--- config.mk ---
export PLATFORM = sky130hd
export DESIGN_NAME = div
export DESIGN_NICKNAME = d
export VERILOG_FILES = /design/src/rtl/div.sv
export SDC_FILE = /design/constraint.sdc
export NUM_CORES = 1
export LEC_CHECK = 0
export ABC_AREA = 1
export CELL_PAD_IN_SITES_DETAIL_PLACEMENT = 0
export CELL_PAD_IN_SITES_GLOBAL_PLACEMENT = 1
export CORE_ASPECT_RATIO = 1.1
export CORE_MARGIN = 8
export CORE_UTILIZATION = 42
export DETAILED_ROUTE_END_ITERATION = 16
export PLACE_DENSITY = 0.87
export RECOVER_POWER = 50
export SLEW_MARGIN = 15
export SYNTH_ARGS = -nofsm -noshare
export SYNTH_HDL_FRONTEND = slang
export SYNTH_SLANG_ARGS = --single-unit
--- constraint.sdc ---
create_clock -name clk -period 2.4 [get_ports clk]
set_clock_uncertainty 0.2 [all_clocks]
set_input_delay 0.48 -clock clk [delete_from_list [all_inputs] [get_ports clk]]
set_output_delay 0.48 -clock clk [all_outputs]
set_load 0.05 [all_outputs]
--- src/rtl/div.sv ---
// div: signed 16-by-8 restoring divider, one quotient bit per clock.
//
// Ports
//   clk    in   rising-edge clock
//   reset  in   asynchronous active-low reset
//   start  in   begin a division (sampled only in IDLE)
//   N      in   16-bit signed dividend
//   D      in   8-bit signed divisor
//   Q      out  8-bit signed quotient (registered, saturates on overflow)
//   R      out  8-bit signed remainder (registered, sign follows N)
//   valid  out  one-cycle pulse marking new Q/R/ovf/dbz
//   busy   out  high while an operation is in flight
//   ovf    out  true quotient outside [-128, 127]
//   dbz    out  divisor was zero
//
// state | meaning
// IDLE  | waiting for start; operands captured on start
// CALC  | 16 restoring steps on magnitudes, MSB first
// FIX   | sign correction, saturation, output registration
module div (
  input  logic        clk,
  input  logic        reset,
  input  logic        start,
  input  logic [15:0] N,
  input  logic [7:0]  D,
  output logic [7:0]  Q,
  output logic [7:0]  R,
  output logic        valid,
  output logic        busy,
  output logic        ovf,
  output logic        dbz
);

  typedef enum logic [1:0] {
    IDLE = 2'd0,
    CALC = 2'd1,
    FIX  = 2'd2
  } state_t;

  state_t      state_q, state_d;
  logic [15:0] n_q, n_d;
  logic [7:0]  dmag_q, dmag_d;
  logic        sn_q, sn_d;
  logic        sq_q, sq_d;
  logic [3:0]  cnt_q, cnt_d;
  logic [7:0]  rem_q, rem_d;
  logic [15:0] quo_q, quo_d;
  logic        dz_q, dz_d;
  logic [7:0]  q_q, q_d;
  logic [7:0]  r_q, r_d;
  logic        valid_q, valid_d;
  logic        ovf_q, ovf_d;
  logic        dbz_q, dbz_d;

  logic [15:0] n_abs;
  logic [7:0]  d_abs;
  logic [8:0]  rem_sh;
  logic        ge;
  logic [7:0]  sub8;
  logic        ovf_calc;

  assign n_abs  = N[15] ? (16'd0 - N) : N;
  assign d_abs  = D[7]  ? (8'd0 - D)  : D;

  // Partial remainder is always < |D| <= 128 before the shift, so 8 bits
  // hold it; the shifted value needs 9. When ge is set the difference is
  // below 256, so an 8-bit subtraction is exact.
  assign rem_sh = {rem_q, n_q[15]};
  assign ge     = (rem_sh >= {1'b0, dmag_q});
  assign sub8   = rem_sh[7:0] - dmag_q;

  // Negative quotients may reach magnitude 128; positive ones only 127.
  assign ovf_calc = sq_q ? (quo_q > 16'd128) : (quo_q > 16'd127);

  always_comb begin
    state_d = state_q;
    n_d     = n_q;
    dmag_d  = dmag_q;
    sn_d    = sn_q;
    sq_d    = sq_q;
    cnt_d   = cnt_q;
    rem_d   = rem_q;
    quo_d   = quo_q;
    dz_d    = dz_q;
    q_d     = q_q;
    r_d     = r_q;
    ovf_d   = ovf_q;
    dbz_d   = dbz_q;
    valid_d = 1'b0;

    case (state_q)
      IDLE: begin
        if (start) begin
          cnt_d = 4'd0;
          rem_d = 8'd0;
          quo_d = 16'd0;
          if (D != 8'd0) begin
            n_d     = n_abs;
            dmag_d  = d_abs;
            sn_d    = N[15];
            sq_d    = N[15] ^ D[7];
            dz_d    = 1'b0;
            state_d = CALC;
          end else begin
            // Raw dividend kept so its low byte can be returned as R.
            n_d     = N;
            dz_d    = 1'b1;
            state_d = FIX;
          end
        end
      end

      CALC: begin
        rem_d = ge ? sub8 : rem_sh[7:0];
        quo_d = {quo_q[14:0], ge};
        n_d   = {n_q[14:0], 1'b0};
        cnt_d = cnt_q + 4'd1;
        if (cnt_q == 4'd15) state_d = FIX;
      end

      FIX: begin
        if (dz_q) begin
          q_d   = 8'hFF;
          r_d   = n_q[7:0];
          ovf_d = 1'b0;
          dbz_d = 1'b1;
        end else begin
          if (ovf_calc) q_d = sq_q ? 8'h80 : 8'h7F;
          else          q_d = sq_q ? (8'd0 - quo_q[7:0]) : quo_q[7:0];
          r_d   = sn_q ? (8'd0 - rem_q) : rem_q;
          ovf_d = ovf_calc;
          dbz_d = 1'b0;
        end
        valid_d = 1'b1;
        state_d = IDLE;
      end

      default: state_d = IDLE;
    endcase
  end

  always_ff @(posedge clk or negedge reset) begin
    if (!reset) begin
      state_q <= IDLE;
      n_q     <= 16'd0;
      dmag_q  <= 8'd0;
      sn_q    <= 1'b0;
      sq_q    <= 1'b0;
      cnt_q   <= 4'd0;
      rem_q   <= 8'd0;
      quo_q   <= 16'd0;
      dz_q    <= 1'b0;
      q_q     <= 8'd0;
      r_q     <= 8'd0;
      valid_q <= 1'b0;
      ovf_q   <= 1'b0;
      dbz_q   <= 1'b0;
    end else begin
      state_q <= state_d;
      n_q     <= n_d;
      dmag_q  <= dmag_d;
      sn_q    <= sn_d;
      sq_q    <= sq_d;
      cnt_q   <= cnt_d;
      rem_q   <= rem_d;
      quo_q   <= quo_d;
      dz_q    <= dz_d;
      q_q     <= q_d;
      r_q     <= r_d;
      valid_q <= valid_d;
      ovf_q   <= ovf_d;
      dbz_q   <= dbz_d;
    end
  end

  assign Q     = q_q;
  assign R     = r_q;
  assign valid = valid_q;
  assign ovf   = ovf_q;
  assign dbz   = dbz_q;
  assign busy  = (state_q != IDLE);

endmodule
==> results.sh <==
export IMPL_status="finished, final reports clean"
export IMPL_cp_max_fo=14
export IMPL_p_leak_nw=2.83
export IMPL_cp_data_arrival_time_ns=2.30
export IMPL_synth_avg_cell_area_um2=7.32
export IMPL_fin_ws_ns=0.175
export IMPL_cts_tree="built"
export IMPL_vias=4283
export IMPL_p_switching_w=0.00361
export IMPL_rows=40
export IMPL_yosys_warnings=0
export IMPL_place_ws_ns=0.0706
export IMPL_grt_pass1_wl_um=19500
export IMPL_io_pins=47
export IMPL_finalSetupViolations=0
export IMPL_place_hpwl_um=8870
export IMPL_p_int_w=0.00433
export IMPL_routed_wirelength_um=11400
export IMPL_cts_max_path_buffers=2
export IMPL_synthesis_area_um2=4730
export IMPL_holdCritPathClass="flop to flop"
export IMPL_grt_usage=0.163
export IMPL_worst_pin_slew_ns=0.816
export IMPL_cts_made_buffers=9
export IMPL_slew_headroom=0.456
export IMPL_drc_errors=0
export IMPL_drv_slew=0
export IMPL_drt_initial_drc_count=251
export IMPL_pwr_share_clk=0.185
export IMPL_seq_power_share=0.287
export IMPL_end_kind="flop"
export IMPL_fillCellCount=1068
export IMPL_worstSetupPathType="flop to flop"
export IMPL_area_growth_pct=21.3
export IMPL_max_cap_violations=0
export IMPL_clock_sinks=76
export IMPL_die_h_um=127
export IMPL_final_layout_size_suffix_gt1_frac=0.0695
export IMPL_placed_area_um2=5410
export IMPL_cts_max_level=3
export IMPL_netlist_instances=646
export IMPL_final_cells=852
export IMPL_overflow=0
export IMPL_grt_max_degree=47
export IMPL_start_util=0.431
export IMPL_totalNegativeSetupSlack_ns=0
export IMPL_dieArea_um2=14900
export IMPL_dp_cells=835
export IMPL_io_buffers=46
export IMPL_yosysSeqAreaShare=0.402
export IMPL_clk_pin_slew_ns=0.06
export IMPL_ys_flop_type="dfrtp_1"
export IMPL_ys_ff_latch=76
export IMPL_rsz0062_at_grt="no"
export IMPL_cts_root_buf="clkbuf_16"
export IMPL_async_flop_share=1.00
export IMPL_max_freq_ghz=0.449
export IMPL_final_core_util=0.523
export IMPL_peakVddDrop_uv=543
export IMPL_gp_routability_congestion=0.836
export IMPL_critPathRequiredTime_ns=2.48
export IMPL_first_pass_iters=7
export IMPL_die_w_um=117
export IMPL_p_per_area_nw_per_um2=1380
export IMPL_switching_share=0.454
export IMPL_finalNetCount=741
export IMPL_vias_per_cell=5.03
export IMPL_final_area_um2=5730
export IMPL_synth_edf_count=0
export IMPL_hold_violations=0
export IMPL_pwr_share_comb=0.529
export IMPL_wl_per_cell_um=13.3
export IMPL_antenna_found_initial=0
export IMPL_diodes=0
export IMPL_period_needed_ns=2.22
export IMPL_grt_pass1_vias=4207
export IMPL_syn_nets=687
export IMPL_crit_path_start_kind="flop"
export IMPL_coreArea_um2=11000
export IMPL_clk_latency_ns=0.34
export IMPL_drtAntennaViolNets=0
export IMPL_synthDistinctLibCells=37
export IMPL_post_route_period_util=0.927
-- power groups by stage --
stage | Clock [W] | Combinational [W] | Sequential (W)
after CTS | 0.00149 | 0.00424 | 0.00227
after global placement | 0 | 0.00414 | 0.00227
after floorplan | 0 | 0.00274 | 0.00265
final | 0.00146 | 0.00420 | 0.00227
after detailed placement | 0 | 0.00421 | 0.00229
after global routing | 0.00156 | 0.00477 | 0.00235
-- per-layer routing --
metal,track usage,routed length [um],share of wire,up-vias
li1,-,-,-,2193
met5,0,0,0,-
met3,0.0339,426,0.037,14
met1,0.196,5100,0.45,1988
met2,0.280,5680,0.50,88
met4,0.0543,159,0.014,0
-- per-stage QoR --
stage               total power (W)  hold slack [ns]
detailed placement          0.00651            0.249
global route                0.00868            0.319
finish                      0.00794            0.274
global placement            0.00641            0.246
floorplan                   0.00539          -0.0156
CTS                         0.00801            0.281
-- cells in the final DEF, fill, tap and decap left out, drive strengths merged --
cell type / instances
nand2: 181
nand4: 17
dfrtp: 76
o21a: 1
o221ai: 4
a21oi: 20
xor2: 14
o211a: 1
nor3: 4
clkdlybuf4s50: 44
nor2: 76
inv: 96
clkinv: 4
o21bai: 3
clkinvlp: 1
o21ai: 34
nand3: 64
clkbuf: 11
a22o: 1
buf: 14
xnor2: 2
o22ai: 15
dlygate4sd3: 1
bufinv: 2
o211ai: 5
fa: 1
ha: 13
-- worst paths after layout --
kind / startpoint / endpoint / cells after the start / slack [ns]
max reg2reg: state_q[0]$_DFFE_PN0P_ / n_q[10]$_DFFE_PN0P_ / 8 / 0.18
min in group asynchronous: reset / dbz$_DFFE_PN0P_ / 2 / 0.58
min reg2reg: dbz$_DFFE_PN0P_ / dbz$_DFFE_PN0P_ / 2 / 0.27
max: state_q[0]$_DFFE_PN0P_ / n_q[10]$_DFFE_PN0P_ / 8 / 0.18
min: dbz$_DFFE_PN0P_ / dbz$_DFFE_PN0P_ / 2 / 0.27
max in group asynchronous: reset / Q[5]$_DFFE_PN0P_ / 3 / 0.70
-- final cells by class --
type	count	area, um^2	share of cell area
Tap cell	147	184	0.0321
Sequential cell	76	1900	0.332
Multi-Input combinational cell	456	2350	0.410
Clock buffer	9	225	0.0393
Timing Repair Buffer	61	614	0.107
Inverter	96	360	0.0629
Clock inverter	7	98.8	0.0172
-- synthesized netlist by cell type (all sizes together) (5+ instances only) --
| master | count | area (um^2) |
|---|---|---|
| buf | 14 | 97.6 |
| a21oi | 20 | 104 |
| o22ai | 15 | 93.8 |
| ha | 13 | 163 |
| nand2 | 181 | 692 |
| o21ai | 34 | 170 |
| nand3 | 64 | 348 |
| o211ai | 5 | 42.5 |
| dfrtp | 76 | 1900 |
| inv | 95 | 357 |
| nand4 | 17 | 121 |
| xor2 | 14 | 123 |
| nor2 | 76 | 353 |
-- repair_timing --
| action | in CTS | in global routing |
|---|---|---|
| buffers inserted | 0 | 0 |
| endpoints found under the hold margin | 30 | 0 |
| hold buffers | 1 | 0 |
| gates resized for setup | 0 | 0 |
-- logic make-up (layout without fill, tap and decap cells) --
group / after synthesis / count (layout) / share of synthesized area
flip-flops: 76 / 76 / 0.402
AO/OA/AOI/OAI: 84 / 84 / 0.105
XOR/XNOR: 16 / 16 / 0.0297
buffers and inverters: 114 / 173 / 0.100
adder cells (fa/ha/maj): 14 / 14 / 0.0387
AND/OR/NAND/NOR: 342 / 342 / 0.325
-- worst max-delay path: stages, from the launching register on --
cell	delay [ns]
dfrtp_1	0.34
buf_4	0.21
nand2_1	0.09
inv_1	0.35
nor2_4	0.10
inv_1	0.41
o21ai_0	0.21
o21bai_1	0.20
nand2_1	0.06
-- flip-flops by register name, indices dropped and copies added (netlist names) --
register	cells
ovf	1
R	8
dz_q	1
sn_q	1
Q	8
dmag_q	8
state_q	2
sq_q	1
cnt_q	4
quo_q	16
rem_q	8
valid	1
n_q	16
dbz	1
No activity file was read; power rests on OpenSTA's default activity.
